**src/rtl/collision_pkg.sv**
```systemverilog
// Shared constants and clamp helpers for the collision probe.
// Latency: none (package only).
// Backpressure: not applicable.
package collision_pkg;

    localparam int N_DIR     = 4;
    localparam int DIR_UP    = 0;
    localparam int DIR_DOWN  = 1;
    localparam int DIR_LEFT  = 2;
    localparam int DIR_RIGHT = 3;

    // Tile indices 1 and 18 are solid unless a level overrides the mask.
    localparam logic [63:0] SOLID_MASK_DFLT = 64'h0000_0000_0004_0002;

    // Clamp a signed bound so it never goes below zero.
    function automatic logic signed [13:0] floor_zero(input logic signed [13:0] v);
        return (v < 14'sd0) ? 14'sd0 : v;
    endfunction

    // Clamp a signed bound so it never exceeds lim.
    function automatic logic signed [13:0] ceil_at(input logic signed [13:0] v,
                                                   input logic signed [13:0] lim);
        return (v > lim) ? lim : v;
    endfunction

endpackage

```
**src/rtl/collision_probe_if.sv**
```systemverilog
// Pixel-stream and result bundle between the video pipeline and the collision probe.
// Latency: none (wiring only).
// Backpressure: none; the pixel stream is free-running.
interface collision_probe_if;

    logic [10:0]                     hcount_in;
    logic [9:0]                      vcount_in;
    logic [12:0]                     x_center_in;
    logic [9:0]                      y_center_in;
    logic [11:0]                     offset_in;
    logic                            new_frame_in;
    logic [5:0]                      tile_index_in;
    logic [collision_pkg::N_DIR-1:0] collision_live_out;
    logic [collision_pkg::N_DIR-1:0] collision_flags_out;
    logic                            collision_valid_out;

    modport master (
        output hcount_in, vcount_in, x_center_in, y_center_in, offset_in,
               new_frame_in, tile_index_in,
        input  collision_live_out, collision_flags_out, collision_valid_out
    );

    modport slave (
        input  hcount_in, vcount_in, x_center_in, y_center_in, offset_in,
               new_frame_in, tile_index_in,
        output collision_live_out, collision_flags_out, collision_valid_out
    );

endinterface

```
**src/rtl/collision_edge_compare.sv**
```systemverilog
// Clamped hitbox bounds and per-pixel edge test against a solid tile.
// Latency: combinational.
// Backpressure: none.
module collision_edge_compare
    import collision_pkg::*;
#(
    parameter int                HALF_W       = 4,
    parameter int                HALF_H       = 16,
    parameter int                WORLD_X_MAX  = 3375,
    parameter int                SCREEN_Y_MAX = 239,
    parameter logic [63:0]       SOLID_MASK   = SOLID_MASK_DFLT,
    parameter logic [N_DIR-1:0]  DIR_EN       = 4'b1111
) (
    input  logic [12:0]          x_center,
    input  logic [9:0]           y_center,
    input  logic [12:0]          world_x,
    input  logic [9:0]           vcount,
    input  logic                 active,
    input  logic [5:0]           tile_index,
    output logic [N_DIR-1:0]     hit
);

    localparam logic signed [13:0] HW   = 14'(HALF_W);
    localparam logic signed [13:0] HH   = 14'(HALF_H);
    localparam logic signed [13:0] XMAX = 14'(WORLD_X_MAX);
    localparam logic signed [13:0] YMAX = 14'(SCREEN_Y_MAX);

    logic signed [13:0] x_l, x_r, y_u, y_d;
    logic signed [13:0] wx, vy;
    logic               in_x, in_y;
    logic [N_DIR-1:0]   raw;

    // Hitbox edges from the frame snapshot, clamped to the world/screen.
    always_comb begin
        x_l = floor_zero($signed({1'b0, x_center}) - HW);
        x_r = ceil_at($signed({1'b0, x_center}) + HW, XMAX);
        y_u = floor_zero($signed({4'b0, y_center}) - HH);
        y_d = ceil_at($signed({4'b0, y_center}) + HH, YMAX);
    end

    // Edge membership of the current pixel, qualified by activity, solidity and enables.
    always_comb begin
        wx   = $signed({1'b0, world_x});
        vy   = $signed({4'b0, vcount});
        in_x = (wx >= x_l) && (wx <= x_r);
        in_y = (vy >= y_u) && (vy <= y_d);
        raw  = '0;
        raw[DIR_UP]    = (vy == y_u) && in_x;
        raw[DIR_DOWN]  = (vy == y_d) && in_x;
        raw[DIR_LEFT]  = (wx == x_l) && in_y;
        raw[DIR_RIGHT] = (wx == x_r) && in_y;
        hit = '0;
        if (active && SOLID_MASK[tile_index]) begin
            hit = raw & DIR_EN;
        end
    end

endmodule

```
**src/rtl/collision_probe.sv**
```systemverilog
// Per-pixel hitbox-edge collision detector with per-frame sticky flag summary.
// Latency: live hit TILE_LAT+1 cycles after hcount/vcount; flags/valid one cycle after new_frame_in.
// Backpressure: none; consumes one pixel every cycle.
module collision_probe
    import collision_pkg::*;
#(
    parameter int               HALF_W       = 4,
    parameter int               HALF_H       = 16,
    parameter int               WORLD_X_MAX  = 3375,
    parameter int               SCREEN_Y_MAX = 239,
    parameter int               ACTIVE_W     = 320,
    parameter int               ACTIVE_H     = 240,
    parameter int               TILE_LAT     = 2,   // must be at least 1
    parameter logic [63:0]      SOLID_MASK   = SOLID_MASK_DFLT,
    parameter logic [N_DIR-1:0] DIR_EN       = 4'b1111
) (
    input logic               pixel_clk_in,
    input logic               rst_in,
    collision_probe_if.slave  bus
);

    logic [12:0]                 xc_snap;
    logic [9:0]                  yc_snap;
    logic [11:0]                 off_snap;
    logic [TILE_LAT-1:0][10:0]   h_pipe;
    logic [TILE_LAT-1:0][9:0]    v_pipe;
    logic [TILE_LAT-1:0]         act_pipe;
    logic                        active_now;
    logic [12:0]                 world_x;
    logic [N_DIR-1:0]            hit;
    logic [N_DIR-1:0]            live_q;
    logic [N_DIR-1:0]            acc_q;
    logic [N_DIR-1:0]            flags_q;
    logic                        valid_q;

    assign active_now = (bus.hcount_in < 11'(ACTIVE_W)) && (bus.vcount_in < 10'(ACTIVE_H));
    assign world_x    = {2'b0, h_pipe[TILE_LAT-1]} + {1'b0, off_snap};

    // Player position and scroll are frozen at frame start so a frame is judged consistently.
    always_ff @(posedge pixel_clk_in) begin
        if (rst_in) begin
            xc_snap  <= '0;
            yc_snap  <= '0;
            off_snap <= '0;
        end else if (bus.new_frame_in) begin
            xc_snap  <= bus.x_center_in;
            yc_snap  <= bus.y_center_in;
            off_snap <= bus.offset_in;
        end
    end

    // Delay pixel coordinates so they line up with the late tile lookup.
    always_ff @(posedge pixel_clk_in) begin
        if (rst_in) begin
            h_pipe   <= '0;
            v_pipe   <= '0;
            act_pipe <= '0;
        end else begin
            h_pipe[0]   <= bus.hcount_in;
            v_pipe[0]   <= bus.vcount_in;
            act_pipe[0] <= active_now;
            for (int i = 1; i < TILE_LAT; i++) begin
                h_pipe[i]   <= h_pipe[i-1];
                v_pipe[i]   <= v_pipe[i-1];
                act_pipe[i] <= act_pipe[i-1];
            end
        end
    end

    collision_edge_compare #(
        .HALF_W       (HALF_W),
        .HALF_H       (HALF_H),
        .WORLD_X_MAX  (WORLD_X_MAX),
        .SCREEN_Y_MAX (SCREEN_Y_MAX),
        .SOLID_MASK   (SOLID_MASK),
        .DIR_EN       (DIR_EN)
    ) u_cmp (
        .x_center   (xc_snap),
        .y_center   (yc_snap),
        .world_x    (world_x),
        .vcount     (v_pipe[TILE_LAT-1]),
        .active     (act_pipe[TILE_LAT-1]),
        .tile_index (bus.tile_index_in),
        .hit        (hit)
    );

    // Register the per-pixel hit.
    always_ff @(posedge pixel_clk_in) begin
        if (rst_in) begin
            live_q <= '0;
        end else begin
            live_q <= hit;
        end
    end

    // Sticky accumulation; the live hit seen during new_frame_in still belongs to the closing frame.
    always_ff @(posedge pixel_clk_in) begin
        if (rst_in) begin
            acc_q   <= '0;
            flags_q <= '0;
            valid_q <= 1'b0;
        end else if (bus.new_frame_in) begin
            flags_q <= acc_q | live_q;
            acc_q   <= '0;
            valid_q <= 1'b1;
        end else begin
            acc_q   <= acc_q | live_q;
            valid_q <= 1'b0;
        end
    end

    assign bus.collision_live_out  = live_q;
    assign bus.collision_flags_out = flags_q;
    assign bus.collision_valid_out = valid_q;

endmodule

```
**src/flat_wrapper.sv**
```systemverilog
// flat-port wrapper written by rule: the top's interface ports become plain ports
module collision_probe_flat import collision_pkg::*;
#(
    parameter int               HALF_W       = 4,
    parameter int               HALF_H       = 16,
    parameter int               WORLD_X_MAX  = 3375,
    parameter int               SCREEN_Y_MAX = 239,
    parameter int               ACTIVE_W     = 320,
    parameter int               ACTIVE_H     = 240,
    parameter int               TILE_LAT     = 2,                        
    parameter logic [63:0]      SOLID_MASK   = SOLID_MASK_DFLT,
    parameter logic [N_DIR-1:0] DIR_EN       = 4'b1111
)
  (pixel_clk_in, rst_in, bus_hcount_in, bus_vcount_in, bus_x_center_in, bus_y_center_in, bus_offset_in, bus_new_frame_in, bus_tile_index_in, bus_collision_live_out, bus_collision_flags_out, bus_collision_valid_out);
  collision_probe_if bus_i ();
  input logic pixel_clk_in;
  input logic rst_in;
  input wire logic [$bits(bus_i.hcount_in)-1:0] bus_hcount_in;
  input wire logic [$bits(bus_i.vcount_in)-1:0] bus_vcount_in;
  input wire logic [$bits(bus_i.x_center_in)-1:0] bus_x_center_in;
  input wire logic [$bits(bus_i.y_center_in)-1:0] bus_y_center_in;
  input wire logic [$bits(bus_i.offset_in)-1:0] bus_offset_in;
  input wire logic [$bits(bus_i.new_frame_in)-1:0] bus_new_frame_in;
  input wire logic [$bits(bus_i.tile_index_in)-1:0] bus_tile_index_in;
  output wire logic [$bits(bus_i.collision_live_out)-1:0] bus_collision_live_out;
  output wire logic [$bits(bus_i.collision_flags_out)-1:0] bus_collision_flags_out;
  output wire logic [$bits(bus_i.collision_valid_out)-1:0] bus_collision_valid_out;
  assign bus_i.hcount_in = bus_hcount_in;
  assign bus_i.vcount_in = bus_vcount_in;
  assign bus_i.x_center_in = bus_x_center_in;
  assign bus_i.y_center_in = bus_y_center_in;
  assign bus_i.offset_in = bus_offset_in;
  assign bus_i.new_frame_in = bus_new_frame_in;
  assign bus_i.tile_index_in = bus_tile_index_in;
  assign bus_collision_live_out = bus_i.collision_live_out;
  assign bus_collision_flags_out = bus_i.collision_flags_out;
  assign bus_collision_valid_out = bus_i.collision_valid_out;
  collision_probe #(.HALF_W(HALF_W), .HALF_H(HALF_H), .WORLD_X_MAX(WORLD_X_MAX), .SCREEN_Y_MAX(SCREEN_Y_MAX), .ACTIVE_W(ACTIVE_W), .ACTIVE_H(ACTIVE_H), .TILE_LAT(TILE_LAT), .SOLID_MASK(SOLID_MASK), .DIR_EN(DIR_EN)) u_core (.pixel_clk_in(pixel_clk_in), .rst_in(rst_in), .bus(bus_i));
endmodule
```
**config.mk**
```make
export PLATFORM = sky130hd
export DESIGN_NAME = collision_probe_flat
export DESIGN_NICKNAME = d
export VERILOG_FILES = /design/src/rtl/collision_pkg.sv /design/src/rtl/collision_probe_if.sv /design/src/rtl/collision_edge_compare.sv /design/src/rtl/collision_probe.sv /design/src/flat_wrapper.sv
export SDC_FILE = /design/constraint.sdc
export NUM_CORES = 1
export LEC_CHECK = 0
export ABC_AREA = 1
export CAP_MARGIN = 20
export CORE_ASPECT_RATIO = 0.6
export CORE_MARGIN = 2
export CORE_UTILIZATION = 25
export CTS_BUF_LIST = sky130_fd_sc_hd__clkbuf_4 sky130_fd_sc_hd__clkbuf_8
export DETAILED_ROUTE_END_ITERATION = 8
export SYNTH_ARGS = -nofsm -noshare
export SYNTH_HDL_FRONTEND = slang
export SYNTH_SLANG_ARGS = --single-unit
```
**constraint.sdc**
```tcl
create_clock -name pixel_clk_in -period 3 [get_ports pixel_clk_in]
set_input_delay 0.9 -clock pixel_clk_in [delete_from_list [all_inputs] [get_ports pixel_clk_in]]
set_output_delay 0.9 -clock pixel_clk_in [all_outputs]
set_load 0.1 [all_outputs]
```
==> flow_summary.toml <==
[status]
run_status = "completed"

[synthesis]
yosys.area.top_type = "dfxtp_1"
synthFlopType = "dfxtp_1"
synthCells = 728
ys_ff_latch = 92
yosysMostFrequentCell = "nand2_1"
ys_seq_area_frac = 0.351
netlist_area_um2 = 5240
async_flop_share = 0
synth_top_cells_by_area = "dfxtp_1, ha_1, nand2_1"
yosys_warnings = 0
synth_common_cells = "nand2_1, inv_1, nor2_1"
synth_top_area_share = 0.351
synth_edf_count = 0
syn_avg_cell_area_um2 = 7.20
yosys.cell_types.count = 37

[clock_tree]
ctsHtreeMaxLevel = 3
clockBufferDepth = 2
cts_buffers = 9
clk_latency_ns = 0.38
cts.sinks = 92
cts_root_buf = "clkbuf_8"
clkTransAtPathRegs_ns = 0.09
cts_tree = "yes"

[grt]
grt_pass1_vias = 4609
grtUsageTotal = 0.128
grt_start_max_net_pins = 24
antenna_found_initial = 0
gr-total-overflow = 0
grt_pass1_wl_um = 22200

[finish]
layout.cells.non_filler = 1090
synthToLayoutAreaGrowth_pct = 28.8
diodes = 0
layout.nets = 940
final_area_um2 = 6750
fillers = 2182
layout-drive-gt1-share = 0.127
post-route-util = 0.333

[power]
peakVddDrop_mv = 0.161
combPwrFrac = 0.227
p_switching_uw = 900
p_clk_frac = 0.329
p_leak_nw = 3.25
p_per_area_nw_per_um2 = 440
seq_power_share = 0.444
intPower_mw = 2.07
swShare = 0.303

[drt]
post_drt_wl_per_cell_um = 12.3
drc = 0
num_vias = 4707
drt_iter0_markers = 257
totalWireLength_um = 13400
viasPerCell = 4.32
final_antenna_net_count = 0
drt_first_pass_iters = 4

[placement]
gp_congestion = 0.850
post_dp_cell_area_um2 = 6300
preCtsSetupSlack_ns = 0.155
portBuffers = 73
hpwlAfterDp_um = 10600
dp_cells = 1068

[worst_setup_path]
start_kind = "register"
endpoint_kind = "register"
cp.arrival_ns = 3.11
critical-path-slowest-cell = "fa_2"
cp_cell_sequence = "ha_2, fa_2, nand3_2, nand2_2, nand2_1, nand2_1, nand2_2, nand2_1, nand2_1, nand2_2, a21oi_2, nor2_2, ha_1, nand2_1, nor2_2, nand4_1, inv_1, nand4_1, nand4_1, nand2_1, nor2_1"
cp.required_ns = 3.32
crit_fanout = 3
cpPeakStageDelay_ns = 0.40
crit_type = "register to register"
cp_common_cell = "nand2_1"

[floorplan]
initial_utilization = 0.259
core_um2 = 20300
die_area_um2 = 22200
rows = 40
ios = 74
die_y_um = 116
die_w_um = 191

[job]
cap_viol_max_count = 0

[sta]
fin_crit_sh = 0.930
finClkSkew_ns = 0.0149
finalWorstSetupSlack_ns = 0.211
hold_violations = 0
tns_ns = 0
max_clock_freq_mhz = 359
slew_headroom = 0.611
worstMarginPinSlew_ns = 0.578
finalCriticalPeriod_ns = 2.79
finalSetupViolations = 0
slew_viol_final = 0

[hold_path]
hold_class = "register to register"
metrics by stage:
step                      hold slack (ns)  total power [mW]
final                               0.391              2.97
after global routing                0.399              3.18
after global placement              0.393              1.98
after detailed placement            0.395              1.99
after floorplan                     0.388              1.76
after CTS                           0.392              2.98
cell usage in the layout (no fill, tap or decap), drive strengths merged, types with 2 or more instances in the layout:
cell type / netlist / final
nand3: 50 / 50
o21ai: 34 / 34
conb: 1 / 2
nor3: 15 / 15
xor2: 17 / 17
nand4: 9 / 9
a31oi: 2 / 2
or2: 4 / 4
clkbuf: 11 / 11
nor4: 2 / 2
o211ai: 5 / 5
nor2: 99 / 99
ha: 62 / 62
a21oi: 38 / 38
a21boi: 5 / 5
inv: 117 / 120
clkdlybuf4s50: 0 / 64
buf: 5 / 23
nand2: 153 / 153
bufinv: 0 / 2
dfxtp: 92 / 92
logic make-up (layout without fill, tap and decap cells):
family | after synthesis | in the layout | share of synthesized area
adders and majority gates | 63 | 63 | 0.152
DFF | 92 | 92 | 0.351
AOI/OAI and AO/OA | 88 | 88 | 0.0926
other | 1 | 2 | 0.000716
and+or+nand+nor | 333 | 333 | 0.275
xor gates and xnor gates | 18 | 18 | 0.0315
buffers and inverters | 133 | 221 | 0.0967
power groups by stage:
stage               clock [mW]  sequential [mW]  combinational (mW)
global placement             0             1.34               0.641
floorplan                    0             1.33               0.431
detailed placement           0             1.34               0.646
CTS                       1.02             1.32               0.650
global route              1.07             1.33               0.783
finish                   0.977             1.32               0.675
metal layers:
metal	GRT usage	up-vias	share of wire
met2	0.210	68	0.45
met3	0.0300	13	0.046
met1	0.169	2147	0.50
li1	-	2479	-
met5	0	-	0
met4	0.0346	0	0.011
state kept, by name, indices dropped and copies added, names as in the netlist:
| register | cells |
|---|---|
| u_core.off_snap | 12 |
| u_core.bus.collision_valid_out | 1 |
| u_core.bus.collision_flags_out | 4 |
| u_core.act_pipe | 2 |
| u_core.h_pipe | 22 |
| u_core.yc_snap | 10 |
| u_core.bus.collision_live_out | 4 |
| u_core.acc_q | 4 |
| u_core.xc_snap | 13 |
| u_core.v_pipe | 20 |
what timing repair did:
action                                  4_1_cts  5_1_grt
hold buffers                                  0        0
resized for setup                             0       45
endpoints found under the setup margin        0        4
endpoints found under the hold margin         0        0
buffers inserted                              0        6
layout make-up:
type | count | area, um2 | area share
Inverter | 117 | 439 | 0.0650
Tap cell | 273 | 342 | 0.0506
Clock buffer | 10 | 138 | 0.0204
Timing Repair Buffer | 88 | 818 | 0.121
Clock inverter | 6 | 91.3 | 0.0135
Multi-Input combinational cell | 504 | 3060 | 0.453
Sequential cell | 92 | 1860 | 0.276
critical path, delay by kind of cell (launching register included):
family | cells | cell delay, ns
and+or+nand+nor | 16 | 1.27
buffers and inverters | 1 | 0.07
AOI/OAI and AO/OA | 1 | 0.16
DFF | 1 | 0.32
adders and majority gates | 3 | 0.90
final timing paths:
| check | startpoint | to | slack, ns | depth (start not counted) |
|---|---|---|---|---|
| max | u_core.h_pipe[11]$_SDFF_PP0_ | u_core.bus.collision_live_out[0]$_SDFF_PP0_ | 0.21 | 21 |
| min | u_core.h_pipe[9]$_SDFF_PP0_ | u_core.h_pipe[20]$_SDFF_PP0_ | 0.39 | 2 |
| max reg2reg | u_core.h_pipe[11]$_SDFF_PP0_ | u_core.bus.collision_live_out[0]$_SDFF_PP0_ | 0.21 | 21 |
| min reg2reg | u_core.h_pipe[9]$_SDFF_PP0_ | u_core.h_pipe[20]$_SDFF_PP0_ | 0.39 | 2 |
Power figures use the tool's default switching activity.
